==> src/rtl/uart_transmitter.sv <==
// UART transmitter: one-entry holding register, LSB-first framing,
// optional parity, one or two stop bits and line break generation.
module uart_transmitter #(
  parameter int CLOCK_DIVISOR_WIDTH = 24
) (
  input  logic                           clk,
  input  logic                           rst,
  input  logic [1:0]                     dataBits,
  input  logic                           hasParity,
  input  logic [1:0]                     parityMode,
  input  logic                           extraStopBit,
  input  logic [CLOCK_DIVISOR_WIDTH-1:0] clockDivisor,
  input  logic [7:0]                     dataIn,
  input  logic                           dataValid,
  output logic                           dataReady,
  input  logic                           sendBreak,
  output logic                           tx,
  output logic                           busy
);

  localparam int W = CLOCK_DIVISOR_WIDTH;

  typedef enum logic [2:0] {
    IDLE,
    START,
    DATA,
    PARITY,
    STOP1,
    STOP2,
    BREAK
  } state_t;

  state_t state, state_n;

  logic [7:0]   hold_q;
  logic         hold_full;
  logic [7:0]   shift_q, shift_n;
  logic [2:0]   bit_q, bit_n;
  logic [W-1:0] cnt_q, div_q;
  logic [1:0]   bits_q;
  logic         par_en_q, par_q, two_stop_q;

  logic       tx_n, load, brk_rel, frame_end;
  logic       tc, last_bit, accept, par_calc;
  logic [7:0] mask, masked;

  assign mask     = 8'hff >> (2'd3 - dataBits);
  assign masked   = hold_q & mask;
  assign tc       = (cnt_q == div_q);
  assign last_bit = (bit_q == ({1'b0, bits_q} + 3'd4));
  assign accept   = dataValid && !hold_full;

  assign dataReady = !hold_full;
  assign busy      = (state != IDLE);

  always_comb begin
    par_calc = 1'b0;
    unique case (parityMode)
      2'b00: par_calc = 1'b0;
      2'b11: par_calc = 1'b1;
      2'b10: par_calc = ^masked;
      default: par_calc = ~^masked;
    endcase
  end

  always_comb begin
    state_n   = state;
    shift_n   = shift_q;
    bit_n     = bit_q;
    load      = 1'b0;
    brk_rel   = 1'b0;
    frame_end = 1'b0;
    unique case (state)
      IDLE: begin
        if (sendBreak) begin
          state_n = BREAK;
        end else if (hold_full) begin
          state_n = START;
          load    = 1'b1;
        end
      end
      START: begin
        if (tc) state_n = DATA;
      end
      DATA: begin
        if (tc) begin
          if (last_bit) begin
            state_n = par_en_q ? PARITY : STOP1;
          end else begin
            bit_n   = bit_q + 3'd1;
            shift_n = shift_q >> 1;
          end
        end
      end
      PARITY: begin
        if (tc) state_n = STOP1;
      end
      STOP1: begin
        if (tc) begin
          if (two_stop_q) state_n = STOP2;
          else frame_end = 1'b1;
        end
      end
      STOP2: begin
        if (tc) frame_end = 1'b1;
      end
      BREAK: begin
        if (!sendBreak) begin
          state_n = STOP1;
          brk_rel = 1'b1;
        end
      end
      default: state_n = IDLE;
    endcase

    // Chain straight into the next frame when a byte is waiting.
    if (frame_end) begin
      if (hold_full && !sendBreak) begin
        state_n = START;
        load    = 1'b1;
      end else begin
        state_n = IDLE;
      end
    end

    if (load) begin
      shift_n = hold_q;
      bit_n   = 3'd0;
    end

    tx_n = 1'b1;
    unique case (state_n)
      START:   tx_n = 1'b0;
      DATA:    tx_n = shift_n[0];
      PARITY:  tx_n = par_q;
      BREAK:   tx_n = 1'b0;
      default: tx_n = 1'b1;
    endcase
  end

  always_ff @(posedge clk) begin
    if (rst) begin
      state <= IDLE;
      tx    <= 1'b1;
    end else begin
      state <= state_n;
      tx    <= tx_n;
    end
  end

  always_ff @(posedge clk) begin
    if (rst) begin
      hold_q     <= 8'd0;
      hold_full  <= 1'b0;
      shift_q    <= 8'd0;
      bit_q      <= 3'd0;
      cnt_q      <= '0;
      div_q      <= '0;
      bits_q     <= 2'd0;
      par_en_q   <= 1'b0;
      par_q      <= 1'b0;
      two_stop_q <= 1'b0;
    end else begin
      shift_q <= shift_n;
      bit_q   <= bit_n;

      if (accept) begin
        hold_q    <= dataIn;
        hold_full <= 1'b1;
      end else if (load) begin
        hold_full <= 1'b0;
      end

      if (state_n != state || tc ||
          state == IDLE || state == BREAK) begin
        cnt_q <= '0;
      end else begin
        cnt_q <= cnt_q + W'(1);
      end

      if (load) begin
        div_q      <= clockDivisor;
        bits_q     <= dataBits;
        par_en_q   <= hasParity;
        par_q      <= par_calc;
        two_stop_q <= extraStopBit;
      end else if (brk_rel) begin
        div_q      <= clockDivisor;
        two_stop_q <= extraStopBit;
      end
    end
  end

endmodule

==> config.mk <==
export PLATFORM = sky130hd
export DESIGN_NAME = uart_transmitter
export DESIGN_NICKNAME = d
export VERILOG_FILES = /design/src/rtl/uart_transmitter.sv
export SDC_FILE = /design/constraint.sdc
export NUM_CORES = 1
export LEC_CHECK = 0
export CORE_MARGIN = 8
export CORE_UTILIZATION = 55
export DETAILED_ROUTE_END_ITERATION = 12
export PLACE_DENSITY = 0.79
export SKIP_LAST_GASP = 1
export SLEW_MARGIN = 20
export SYNTH_ARGS = -nofsm -noshare
export SYNTH_HDL_FRONTEND = slang
export SYNTH_SLANG_ARGS = --single-unit
==> constraint.sdc <==
create_clock -name clk -period 2.4 [get_ports clk]
set_input_delay 0.36 -clock clk [delete_from_list [all_inputs] [get_ports clk]]
set_output_delay 0.36 -clock clk [all_outputs]
set_load 0.01 [all_outputs]
==> flow_summary.toml, run 1 <==
[sta]
finalMaxSlewViolations = 0
max_freq_mhz = 449
worst_slew_margin_rel_pct = 53.8
hold-worst-slack_ps = 450
setup_viol = 0
grt_setup_unrepaired = "no"
worst_pin_slew_ps = 693
fin_skew_ps = 9.26
period_share_pct = 92.8
period_minus_slack_ps = 2230
count_of_final_hold_check_violations = 0
worst_slack_ps = 174

[clock_network]
max_buffers_root_to_sink = 2
tritoncts.num_buffers = 9
tritoncts = "built"
cts_hold_repair.buffers = 0
clock_slew_at_reported_path_ffs_ps = 80
h-tree-depth = 3
clk-insertion-delay-late_ps = 350
clk_root_buffer_cell = "clkbuf_8"
cts.sinks = 77

[global_routing]
gr-usage-all-layers_pct = 17.3
wire_length_of_the_first_global_routing_pass_um = 13600
grt_overflow_total = 0
vias_in_the_first_global_route = 2921
grt_antenna_before_repair = 0
grt_start_max_net_pins = 31

[worst_setup_path]
timing.critical_path.slowest_stage_cell = "clkdlybuf4s50_1"
timing.critical_path.max_delay_family = "buffers and inverters"
critical_path.max_fanout = 10
cp_num_buf_inv = 2
critical-path-max-stage-delay_ps = 500
worstSetupStartpointType = "flip-flop"
crit_chain = "buf_4 > or3_1 > clkdlybuf4s50_1"
critical_path.endpoint_type = "primary output"
critical_path_arrival_ps = 1870
critical_path_required_ps = 2040
crit_type = "reg -> out"

[layout]
antenna-diode-count = 0
post_layout_nonfiller_instances = 544
net_total_in_the_final_layout = 506
fill_cells = 521
area_delta_synth_final_pct = 22.0
drive_above_1_share_pct = 10.1
final_util_pct = 69.3
final_cell_area_mm2 = 0.00438

[floorplan]
die-height_um = 96.8
floorplan.initialDensity_pct = 56.8
io_pins = 45
floorplan.die.width_um = 96.8
die-area_mm2 = 0.00936
placeableCoreArea_mm2 = 0.00631
cell_row_count = 29

[synthesis]
synth_nets = 457
yosysTopAreaCellShare_pct = 43.0
synth_area_per_cell_um2 = 8.69
netlist_top_cells_count = "dfxtp_1, nand2_1, nor2_1, xnor2_1, a21oi_1"
post_synth_instance_area_mm2 = 0.00359
synth-async-reset-ratio_pct = 0
yosys-top-cells-area = "dfxtp_1, xnor2_1, nand2_1"
synth.most_common_cell = "dfxtp_1"
ys_seq_area_share_pct = 43.0
synth-seq-cells = 77
synth-edff-count = 0
synth_top_cell_by_area = "dfxtp_1"
total_of_warnings_raised_by_yosys = 0
synth_cells = 413
ys_types = 50
synth_ff_type = "dfxtp_1"

[status]
outcome = "finished clean"

[placement]
number_of_placed_instances_with_taps_included = 527
detailedPlacementHpwl_um = 5750
io_buffer_count = 44
dp_worst_setup_slack_ps = -225
routabilityCongestion = 0.820
detailed_place.area_mm2 = 0.00413

[detailed_routing]
via_per_inst = 5.48
detailroute.via_count = 2980
drtPass1Iterations = 4
drc = 0
drt.antenna.violating_nets = 0
route.final.wire_length_um = 8070
drt_iter0_markers = 92
per_cell_routed_wire_length_um = 14.8

[flow_run]
cap_violations = 0

[worst_hold_path]
hold_path.class = "in -> reg"

[power_and_ir_drop]
max-vdd-ir-drop_mv = 0.498
power.leakage_nw = 1.62
power_density_mw_per_mm2 = 913
==> layout by cell type, fill, tap and decap left out, types with 3 or more instances in the layout <==
master and n:
mux2i_1 18, o21ai_0 3, and3_1 7, xnor2_2 3, nor3_1 7, nand3_1 15
xor2_1 17, clkdlybuf4s50_1 43, nand4_1 9, nand2_1 63, nor2_1 58, inv_1 6
dfxtp_1 77, buf_4 15, clkbuf_8 11, a211oi_1 7, xnor2_1 37, a21oi_1 30
==> stage by stage <==
stage | TNS (ps) | total power [mW]
floorplan | 0 | 2.48
global placement | -2890 | 2.84
detailed placement | -5000 | 2.85
CTS | 0 | 3.97
global route | 0 | 4.21
finish | 0 | 3.99
==> flip-flops by register name, summed over array words and instances, names as in the netlist, 2 cells and up <==
signal,count
cnt_q,24
div_q,24
hold_q,8
shift_q,8
bit_q,3
state,3
bits_q,2
==> cells by family after synthesis <==
logic type / Yosys count / synth area share, %
and+or+nand+nor: 173 / 21.8
AOI/OAI and AO/OA: 57 / 10.8
adders and majority gates: 2 / 0.697
DFF: 77 / 43.0
muxes: 19 / 5.44
xor gates and xnor gates: 57 / 14.5
buffers and inverters: 28 / 3.70
==> final timing paths <==
check        startpoint   endpoint  slack, ps  cells after the start
max reg2reg   cnt_q[15]         tx        190                      7
min reg2reg   div_q[22]  div_q[22]        470                      2
min                 rst  hold_q[2]        450                      2
max            state[2]       busy        170                      3
==> layout make-up <==
class	instances	area, um^2	area share, %
flip-flops and latches	77	1540	35.2
well taps	77	96.3	2.20
multi-input cells	308	1920	43.9
inverters	6	22.5	0.515
clock inverters	3	67.6	1.54
repair buffers	60	568	13.0
clock buffers	13	159	3.63
==> metal layers <==
layer / track usage [%] / up-vias / part of all wire (%)
met3: 4.41 / 16 / 4.9
met5: 0 / - / 0
met1: 21.5 / 1391 / 47
met2: 27.1 / 81 / 46
met4: 8.52 / 0 / 2.0
li1: - / 1492 / -
==> what timing repair did <==
action                                  CTS  global route
endpoints found under the setup margin    2             1
resized for setup                         1             0
setup buffers                             0             1
pin swaps                                 0             1
endpoints found under the hold margin     0             0
==> power by group <==
| group | internal [mW] | switching, mW | leakage [nW] |
|---|---|---|---|
| sequential | 1.42 | 0.128 | 0.625 |
| combinational | 0.589 | 0.744 | 0.880 |
| clock | 0.644 | 0.464 | 0.110 |
| total | 2.66 | 1.34 | 1.62 |
No activity file was read; power rests on OpenSTA's default activity.
==> run 2, diff against run 1 <==
--- a/config.mk
+++ b/config.mk
@@ -5,10 +5,11 @@
 export SDC_FILE = /design/constraint.sdc
 export NUM_CORES = 1
 export LEC_CHECK = 0
+export CAP_MARGIN = 20
 export CORE_MARGIN = 8
-export CORE_UTILIZATION = 55
+export CORE_UTILIZATION = 50
 export DETAILED_ROUTE_END_ITERATION = 12
-export PLACE_DENSITY = 0.79
+export PLACE_DENSITY = 0.76
 export SKIP_LAST_GASP = 1
 export SLEW_MARGIN = 20
 export SYNTH_ARGS = -nofsm -noshare
==> constraint.sdc (replaced) <==
create_clock -name clk -period 1.8 [get_ports clk]
set_input_delay 0.27 -clock clk [delete_from_list [all_inputs] [get_ports clk]]
set_output_delay 0.27 -clock clk [all_outputs]
set_load 0.01 [all_outputs]
==> flow_summary.toml, run 2 (same netlist as run 1, synthesis figures left out) <==
[global_routing]
grt_overflow_total = 0
grt_start_max_net_pins = 39
grt_antenna_before_repair = 0
wire_length_of_the_first_global_routing_pass_um = 15800
vias_in_the_first_global_route = 3380
gr-usage-all-layers_pct = 19.8

[worst_setup_path]
critical_path.endpoint_type = "flip-flop"
critical_path_required_ps = 2030
cp_num_buf_inv = 2
crit_chain = "xnor2_2 > nand4_1 > nor4_4 > buf_6 > a32oi_2 > buf_6 > mux2i_1 > nor2_1"
critical_path.max_fanout = 15
crit_path_top_cell_by_count = "buf_6"
timing.critical_path.slowest_stage_cell = "nor4_4"
timing.critical_path.max_delay_family = "simple AND/OR/NAND/NOR gates"
critical_path_arrival_ps = 2430
worstSetupStartpointType = "flip-flop"
crit_type = "reg -> reg"
critical-path-max-stage-delay_ps = 390

[worst_hold_path]
hold_path.class = "in -> reg"

[floorplan]
die-area_mm2 = 0.0101
placeableCoreArea_mm2 = 0.00710
io_pins = 45
cell_row_count = 31
floorplan.die.width_um = 101
floorplan.initialDensity_pct = 50.5
die-height_um = 101

[clock_network]
tritoncts.num_buffers = 9
clk-insertion-delay-late_ps = 360
h-tree-depth = 3
max_buffers_root_to_sink = 2
clk_root_buffer_cell = "clkbuf_8"
tritoncts = "built"
clock_slew_at_reported_path_ffs_ps = 90
cts.sinks = 77
cts_hold_repair.buffers = 0

[sta]
worst_pin_slew_ps = 582
grt_setup_unrepaired = "yes"
worst_slack_ps = -406
count_of_final_hold_check_violations = 0
period_share_pct = 123
period_minus_slack_ps = 2210
max_freq_mhz = 453
finalMaxSlewViolations = 0
worst_slew_margin_rel_pct = 61.1
fin_skew_ps = 11.5
hold-worst-slack_ps = 334
setup_viol = 69

[layout]
net_total_in_the_final_layout = 555
area_delta_synth_final_pct = 40.0
fill_cells = 502
layout.cells.most_common = "dfxtp_1"
seqCellArea_mm2 = 0.00156
reg.largest.list = "cnt_q x24, div_q x24"
antenna-diode-count = 0
final_util_pct = 70.7
layout_common_cells = "dfxtp_1, nand2_1, nor2_1, buf_4, clkdlybuf4s50_1"
multi_input_area_mm2 = 0.00213
drive_above_1_share_pct = 25.8

[detailed_routing]
via_per_inst = 5.37
per_cell_routed_wire_length_um = 16.5
drc = 0
drt.antenna.violating_nets = 0
detailroute.via_count = 3304
route.final.wire_length_um = 10100
drtPass1Iterations = 4
drt_iter0_markers = 152

[power_and_ir_drop]
total_power_mw = 6.07
max-vdd-ir-drop_mv = 0.767
power.leakage_nw = 1.91
power_density_mw_per_mm2 = 1210

[placement]
io_buffer_count = 44
dp_worst_setup_slack_ps = -802
routabilityCongestion = 0.774
detailedPlacementHpwl_um = 5990

[status]
failed_checks = "negative setup slack"
outcome = "finished with violations"

[flow_run]
cap_violations = 0
## run 2: final cells by class
type	instances	share of cell area (%)
inverter	6	0.449
clock inverter	6	0.922
timing repair buffer	106	20.0
multi-input combinational	311	42.4
clock buffer	10	2.74
sequential	77	31.0
tap	99	2.47
## run 2: what timing repair did
| item | 4_1_cts | 5_1_grt |
|---|---|---|
| endpoints found under the hold margin | 0 | 0 |
| resized for setup | 28 | 28 |
| endpoints found under the setup margin | 69 | 70 |
| buffers inserted | 7 | 3 |
| pin swaps | 21 | 24 |
| gates cloned | 4 | 2 |
## run 2: worst paths after layout
kind / start / depth (start not counted) / slack, ps / end
hold reg to reg: div_q[1] / 2 / 470 / div_q[1]
setup reg to reg: cnt_q[18] / 8 / -410 / bits_q[1]
hold / removal: rst / 2 / 330 / div_q[0]
setup / recovery: cnt_q[18] / 8 / -410 / bits_q[1]
## run 2: where the power goes
part | total (mW) | switching [mW] | internal, mW | leakage, nW
clock network | 1.23 | 0.689 | 0.542 | 0.0772
registers | 2.06 | 0.161 | 1.90 | 0.631
logic | 2.78 | 1.47 | 1.31 | 1.20
## run 2: worst register-to-register path: cells and delay by family, from the launching register on
family | cells | cell delay [ps]
AOI/OAI and AO/OA | 1 | 240
xor gates and xnor gates | 1 | 230
buffers and inverters | 2 | 430
DFF | 1 | 340
muxes | 1 | 180
and+or+nand+nor | 3 | 650
## run 2: routing by layer
layer / GRT usage [%] / vias to the layer above / routed length [um]
met5: 0 / - / 0
li1: - / 1599 / -
met3: 4.07 / 26 / 448
met1: 21.6 / 1591 / 4070
met2: 35.0 / 88 / 5270
met4: 10.8 / 0 / 334
## run 2: through the flow
stage          std cells  setup TNS [ps]  cell area (um^2)
4_1_cts              611          -13800              4840
6_report             615          -20390              5020
3_3_place_gp         584          -27060              4430
5_1_grt              615          -24470              5020
3_5_place_dp         584          -29880              4430
2_1_floorplan        413           -2650              3600
